==> config.mk <==
export PLATFORM = sky130hd
export DESIGN_NAME = spi_cmd_decoder
export DESIGN_NICKNAME = d
export VERILOG_FILES = /design/src/rtl/spi_cmd_pkg.sv /design/src/rtl/sync_2ff.sv /design/src/rtl/spi_cmd_decoder.sv
export SDC_FILE = /design/constraint.sdc
export NUM_CORES = 1
export LEC_CHECK = 0
export BUFFER_PORTS_ARGS = -buffer_cell sky130_fd_sc_hd__buf_2
export CAP_MARGIN = 20
export CORE_ASPECT_RATIO = 1.75
export CORE_MARGIN = 2
export CORE_UTILIZATION = 59
export DETAILED_ROUTE_END_ITERATION = 16
export HOLD_SLACK_MARGIN = 0.06
export PLACE_DENSITY = 0.88
export SYNTH_ARGS = -nofsm -noshare
export SYNTH_HDL_FRONTEND = slang
export SYNTH_SLANG_ARGS = --single-unit
==> constraint.sdc <==
create_clock -name clk -period 4.7 [get_ports clk]
set_input_delay 0.47 -clock clk [delete_from_list [all_inputs] [get_ports clk]]
set_output_delay 0.47 -clock clk [all_outputs]
set_load 0.05 [all_outputs]
==> src/rtl/spi_cmd_pkg.sv <==
// Shared definitions for the SPI command decoder: opcodes, FSM encoding,
// status-byte bit positions and the configuration word reset value.
package spi_cmd_pkg;

  localparam logic [31:0] CFG_RESET_DEF = 32'hBBFC_0000;
  localparam int          ADDR_W_DEF    = 8;

  localparam logic [7:0] OP_CFG_DEF  = 8'h01;
  localparam logic [7:0] OP_CHAR_DEF = 8'h02;
  localparam logic [7:0] OP_CLR_DEF  = 8'h04;

  // Encoding is visible to the SPI master through the status byte.
  typedef enum logic [2:0] {
    ST_IDLE      = 3'd0,
    ST_OPCODE    = 3'd1,
    ST_CFG_DATA  = 3'd2,
    ST_CHAR_ADDR = 3'd3,
    ST_CHAR_DATA = 3'd4,
    ST_IGNORE    = 3'd5
  } state_t;

  // Status byte layout: {state[2:0], 2'b00, abort_seen, frame_err, cfg_loaded}
  localparam int STS_CFG_LOADED = 0;
  localparam int STS_FRAME_ERR  = 1;
  localparam int STS_ABORT_SEEN = 2;
  localparam int STS_STATE_LSB  = 5;

  // Assemble the status byte from its fields.
  function automatic logic [7:0] pack_status(input state_t st, input logic abort_seen,
                                             input logic frame_err, input logic cfg_loaded);
    logic [7:0] v;
    v = 8'h00;
    v[STS_STATE_LSB +: 3] = st;
    v[STS_ABORT_SEEN]     = abort_seen;
    v[STS_FRAME_ERR]      = frame_err;
    v[STS_CFG_LOADED]     = cfg_loaded;
    return v;
  endfunction

endpackage

==> src/rtl/sync_2ff.sv <==
// Generic two-flop synchronizer with a configurable reset value.
module sync_2ff #(
  parameter logic RST_VAL = 1'b1
) (
  input  logic clk,
  input  logic rst_n,
  input  logic i_d,
  output logic o_q
);

  logic r_meta;
  logic r_sync;

  // Two-stage capture of the asynchronous input.
  always_ff @(posedge clk) begin
    if (!rst_n) begin
      r_meta <= RST_VAL;
      r_sync <= RST_VAL;
    end else begin
      r_meta <= i_d;
      r_sync <= r_meta;
    end
  end

  assign o_q = r_sync;

endmodule

==> src/rtl/spi_cmd_decoder.sv <==
// Frames the SPI byte stream into atomic configuration-word updates and
// character-memory write bursts, and produces the MISO status byte.
module spi_cmd_decoder
  import spi_cmd_pkg::*;
#(
  parameter logic [31:0] CFG_RESET = CFG_RESET_DEF,
  parameter int          ADDR_W    = ADDR_W_DEF,
  parameter logic [7:0]  OP_CFG    = OP_CFG_DEF,
  parameter logic [7:0]  OP_CHAR   = OP_CHAR_DEF,
  parameter logic [7:0]  OP_CLR    = OP_CLR_DEF
) (
  input  logic              clk,
  input  logic              rst_n,
  input  logic              ss_n,
  input  logic [7:0]        rx_data,
  input  logic              rx_valid,
  output logic [31:0]       config_word,
  output logic              config_update,
  output logic              char_wr_en,
  output logic [ADDR_W-1:0] char_wr_addr,
  output logic [7:0]        char_wr_data,
  output logic [7:0]        tx_data,
  output logic              frame_err
);

  logic              w_ss_sync;
  logic              w_ss_act;

  state_t            r_state;
  logic [31:0]       r_shadow;
  logic [1:0]        r_count;
  logic [ADDR_W-1:0] r_ptr;
  logic [31:0]       r_config_word;
  logic              r_config_update;
  logic              r_char_wr_en;
  logic [ADDR_W-1:0] r_char_wr_addr;
  logic [7:0]        r_char_wr_data;
  logic [7:0]        r_tx_data;
  logic              r_frame_err;
  logic              r_abort_seen;
  logic              r_cfg_loaded;

  sync_2ff #(.RST_VAL(1'b1)) u_ss_sync (
    .clk   (clk),
    .rst_n (rst_n),
    .i_d   (ss_n),
    .o_q   (w_ss_sync)
  );

  assign w_ss_act = ~w_ss_sync;

  // Frame FSM with registered strobes, config word and status byte.
  always_ff @(posedge clk) begin
    if (!rst_n) begin
      r_state         <= ST_IDLE;
      r_shadow        <= 32'h0000_0000;
      r_count         <= 2'd0;
      r_ptr           <= '0;
      r_config_word   <= CFG_RESET;
      r_config_update <= 1'b0;
      r_char_wr_en    <= 1'b0;
      r_char_wr_addr  <= '0;
      r_char_wr_data  <= 8'h00;
      r_tx_data       <= 8'h00;
      r_frame_err     <= 1'b0;
      r_abort_seen    <= 1'b0;
      r_cfg_loaded    <= 1'b0;
    end else begin
      r_config_update <= 1'b0;
      r_char_wr_en    <= 1'b0;
      r_tx_data       <= pack_status(r_state, r_abort_seen, r_frame_err, r_cfg_loaded);
      if (!w_ss_act) begin
        // Frame end beats any byte arriving in the same cycle.
        if (r_state == ST_CFG_DATA) begin
          r_abort_seen <= 1'b1;
          r_frame_err  <= 1'b1;
        end
        r_state <= ST_IDLE;
      end else begin
        case (r_state)
          ST_IDLE: r_state <= ST_OPCODE;
          ST_OPCODE: begin
            if (rx_valid) begin
              if (rx_data == OP_CFG) begin
                r_count <= 2'd0;
                r_state <= ST_CFG_DATA;
              end else if (rx_data == OP_CHAR) begin
                r_state <= ST_CHAR_ADDR;
              end else if (rx_data == OP_CLR) begin
                r_frame_err  <= 1'b0;
                r_abort_seen <= 1'b0;
                r_state      <= ST_IGNORE;
              end else begin
                r_frame_err <= 1'b1;
                r_state     <= ST_IGNORE;
              end
            end
          end
          ST_CFG_DATA: begin
            if (rx_valid) begin
              r_shadow <= {r_shadow[23:0], rx_data};
              r_count  <= r_count + 2'd1;
              if (r_count == 2'd3) begin
                r_config_word   <= {r_shadow[23:0], rx_data};
                r_config_update <= 1'b1;
                r_cfg_loaded    <= 1'b1;
                r_state         <= ST_IGNORE;
              end
            end
          end
          ST_CHAR_ADDR: begin
            if (rx_valid) begin
              r_ptr   <= ADDR_W'(rx_data);
              r_state <= ST_CHAR_DATA;
            end
          end
          ST_CHAR_DATA: begin
            if (rx_valid) begin
              r_char_wr_en   <= 1'b1;
              r_char_wr_addr <= r_ptr;
              r_char_wr_data <= rx_data;
              r_ptr          <= r_ptr + 1'b1;
            end
          end
          ST_IGNORE: r_state <= ST_IGNORE;
          default:   r_state <= ST_IDLE;
        endcase
      end
    end
  end

  assign config_word   = r_config_word;
  assign config_update = r_config_update;
  assign char_wr_en    = r_char_wr_en;
  assign char_wr_addr  = r_char_wr_addr;
  assign char_wr_data  = r_char_wr_data;
  assign tx_data       = r_tx_data;
  assign frame_err     = r_frame_err;

endmodule

==> metrics.md <==
| Metric | Value |
|---|---|
| Reg-to-Reg End | config_word[26]$_SDFFE_PN0P_ |
| Worst-path clk slew | 0.09 ns |
| Post-CTS Setup Bufs | 0 |
| Worst slew pin tran | 1.08 ns |
| Wirelength, routed | 8400 um |
| First-pass GRT wire length | 14200 um |
| Leak | 1.70 nW |
| Layout Nets | 531 |
| CTS tree | built |
| Clk sinks | 98 |
| CTS root buffer | clkbuf_8 |
| Min Tclk post-route | 2.26 ns |
| Final Hold Vio Count | 0 |
| Top-area cell type share of the netlist area | 51.2% |
| Number of I/O port buffers | 68 |
| Crit path DAT | 2.56 ns |
| Synth cell types | 50 |
| Die W | 64.9 um |
| RSZ-0062 raised after global routing | no |
| Post-DR wirelength/cell | 14.0 um |
| Post-route core utilization | 69.6% |
| Worst Setup SP | r_state[1]$_SDFFE_PP0P_ |
| Vias in the first global route | 3112 |
| Setup tns final | 0 ns |
| Max Cap Viol | 0 |
| Worst-case clock buffer depth | 2 |
| CP endpoint kind | register |
| Final instance area | 4330 um^2 |
| Worst hold slack | 0.275 ns |
| Yosys reg bits | 98 |
| Share of cells above drive strength 1 | 18.8% |
| Die Height | 111 um |
| Placed Area | 4120 um^2 |
| Status | completed |
| Initial antenna violation count | 0 |
| Hold path endpoint | u_ss_sync.r_meta$_SDFF_PN1_ |
| Largest area contributor in the netlist | dfxtp_1 |
| Post-synthesis cell area | 3830 um^2 |
| # rows | 38 |
| Num ports | 71 |
| GPL Wtd Cong | 0.926 |
| R2R cell count | 4 |
| Critical path launch point type | register |
| # diodes | 0 |
| Core area | 6230 um^2 |
| Clk_skew | 0.00695 ns |
| Pwr Density | 338 nW/um^2 |
| Syn Area/Cell | 8.20 um^2 |
| Crit Path Max Fanout | 32 |
| Slack of the worst reg-to-reg path | 2.44 ns |
| Most frequent cells in the layout | 162 x nand2_1, 98 x dfxtp_1, 70 x a21oi_1 |
| CP Class | register to register |
| Warnings, synthesis | 0 |
| Vias | 3303 |
| Instance count of the mapped netlist | 467 |
| HP Class | primary input to register |
| Most common cell after layout, fill and taps aside | nand2_1 |
| Hpwl dp | 5910 um |
| Area Growth Syn to Fin | 13.1% |
| Post-CTS Resized | 0 |
| # H-tree levels | 3 |
| Hold Startpoint | ss_n |
| Drt drc | 0 |
| Iteration-0 DRC Markers | 233 |
| Tcrit/Tclk final | 48.1% |
| Initial Util | 61.5% |
| Post-CTS Hold Fix Bufs | 0 |
| CTS buffer count | 9 |
| Synth area leaders | dfxtp_1 51%, nand2_1 16%, a21oi_1 9.1% |
| Seq/Total Area, Yosys | 51.2% |
| DR pass1 iterations | 4 |
| CP required | 5.00 ns |
| RR Startpoint | r_state[1]$_SDFFE_PP0P_ |
| Final ANT Viol Nets | 0 |
| Overall Global Routing Usage | 25.1% |
| Via density | 5.49 |
| Largest net degree at the start of global routing | 60 |
| Worst-Skew Late Latency | 0.37 ns |
| Peak supply drop | 0.000258 V |
| Slew Viols, Final | 0 |
| Grt ovf | 0 |
| Design Power | 0.00146 W |
| Max-slew headroom | 27.8% |
| Final setup violating endpoints | 0 |
| WHS Path Cells | 2 |
| Fmax | 442 MHz |
| FILL cells | 513 |
| Die Area | 7180 um^2 |
==> how the worst max path moves through the flow <==
| stage | endpoint | slack, ns | cells past startpoint |
|---|---|---|---|
| finish | config_word[26]$_SDFFE_PN0P_ | 2.44 | 4 |
| global route | config_word[14]$_SDFFE_PN0P_ | 2.22 | 4 |
| CTS | config_word[26]$_SDFFE_PN0P_ | 2.43 | 4 |
| detailed placement | r_abort_seen$_SDFFE_PN0P_ | 2.41 | 5 |
| global placement | r_abort_seen$_SDFFE_PN0P_ | 2.48 | 5 |
| floorplan | r_state[0]$_SDFFE_PP0P_ | 3.03 | 4 |
==> per-layer routing <==
| metal | track usage, % | part of all wire (%) | up-vias |
|---|---|---|---|
| met1 | 27.8 | 38 | 1550 |
| li1 | - | - | 1646 |
| met4 | 12.2 | 2.4 | 0 |
| met5 | 0 | 0 | - |
| met2 | 43.7 | 55 | 92 |
| met3 | 5.70 | 4.7 | 15 |
==> flip-flops by register name (all words and copies together) (netlist names) <==
register,count
config_word,32
r_shadow,24
char_wr_addr,8
char_wr_data,8
r_ptr,8
tx_data,6
r_state,3
r_count,2
char_wr_en,1
config_update,1
frame_err,1
r_abort_seen,1
r_cfg_loaded,1
u_ss_sync.o_q,1
u_ss_sync.r_meta,1
==> cell type report <==
type,count,area [um^2],area share [%]
Inverter,5,18.8,0.433
Clock buffer,9,124,2.86
Multi-Input combinational cell,332,1670,38.6
Timing Repair Buffer,71,363,8.37
Sequential cell,98,1960,45.3
Tap cell,80,100,2.31
Clock inverter,7,91.3,2.11
==> worst max-delay path, cell delays in order, from the launching register on <==
cell	delay, ns
dfxtp_1	0.56
nor2b_1	0.38
and3_1	0.95
nand2_1	0.13
a21oi_1	0.17
==> cells by family (layout without fill, tap and decap cells) <==
group           Yosys count  in the layout  share of synthesized area, %
flops                    98             98                          51.2
compound gates          100            100                          15.1
mux                       2              2                         0.523
xor+xnor                  1              1                         0.229
other cells               1              2                        0.0979
fa+ha+maj                 2              2                         0.653
simple gates            225            225                          27.0
buf+inv                  38             92                          5.16
==> stage by stage <==
step,setup WS [ns],std cells
final,2.44,602
after detailed placement,2.41,586
after global routing,2.22,602
after global placement,2.48,586
after CTS,2.43,602
after floorplan,3.03,468
==> power by group <==
| group | total, W | switching [W] | leakage (nW) | internal (W) |
|---|---|---|---|---|
| logic | 0.0000438 | 0.0000328 | 0.801 | 0.0000109 |
| clock network | 0.000587 | 0.000289 | 0.109 | 0.000298 |
| registers | 0.000833 | 0.00000185 | 0.790 | 0.000831 |
| total | 0.00146 | 0.000324 | 1.70 | 0.00114 |
==> synthesized netlist by cell type (all sizes together) <==
master / number
nand2: 162
dfxtp: 98
a21oi: 70
nand3: 18
buf: 17
clkbuf: 16
nor2: 9
and2: 7
o21ai: 7
nand2b: 6
o21a: 5
a211oi: 4
inv: 4
nor3: 4
a311oi: 3
nor3b: 3
and2b: 2
and3: 2
ha: 2
mux2i: 2
nor4: 2
o32ai: 2
or3b: 2
a22oi: 1
a31o: 1
a31oi: 1
a32oi: 1
and3b: 1
and4: 1
clkinv: 1
conb: 1
nand4: 1
nor2b: 1
nor4b: 1
o211a: 1
o21bai: 1
o2bb2ai: 1
o311ai: 1
o41ai: 1
or2: 1
or3: 1
or4: 1
xnor2: 1
Power figures use the tool's default switching activity.
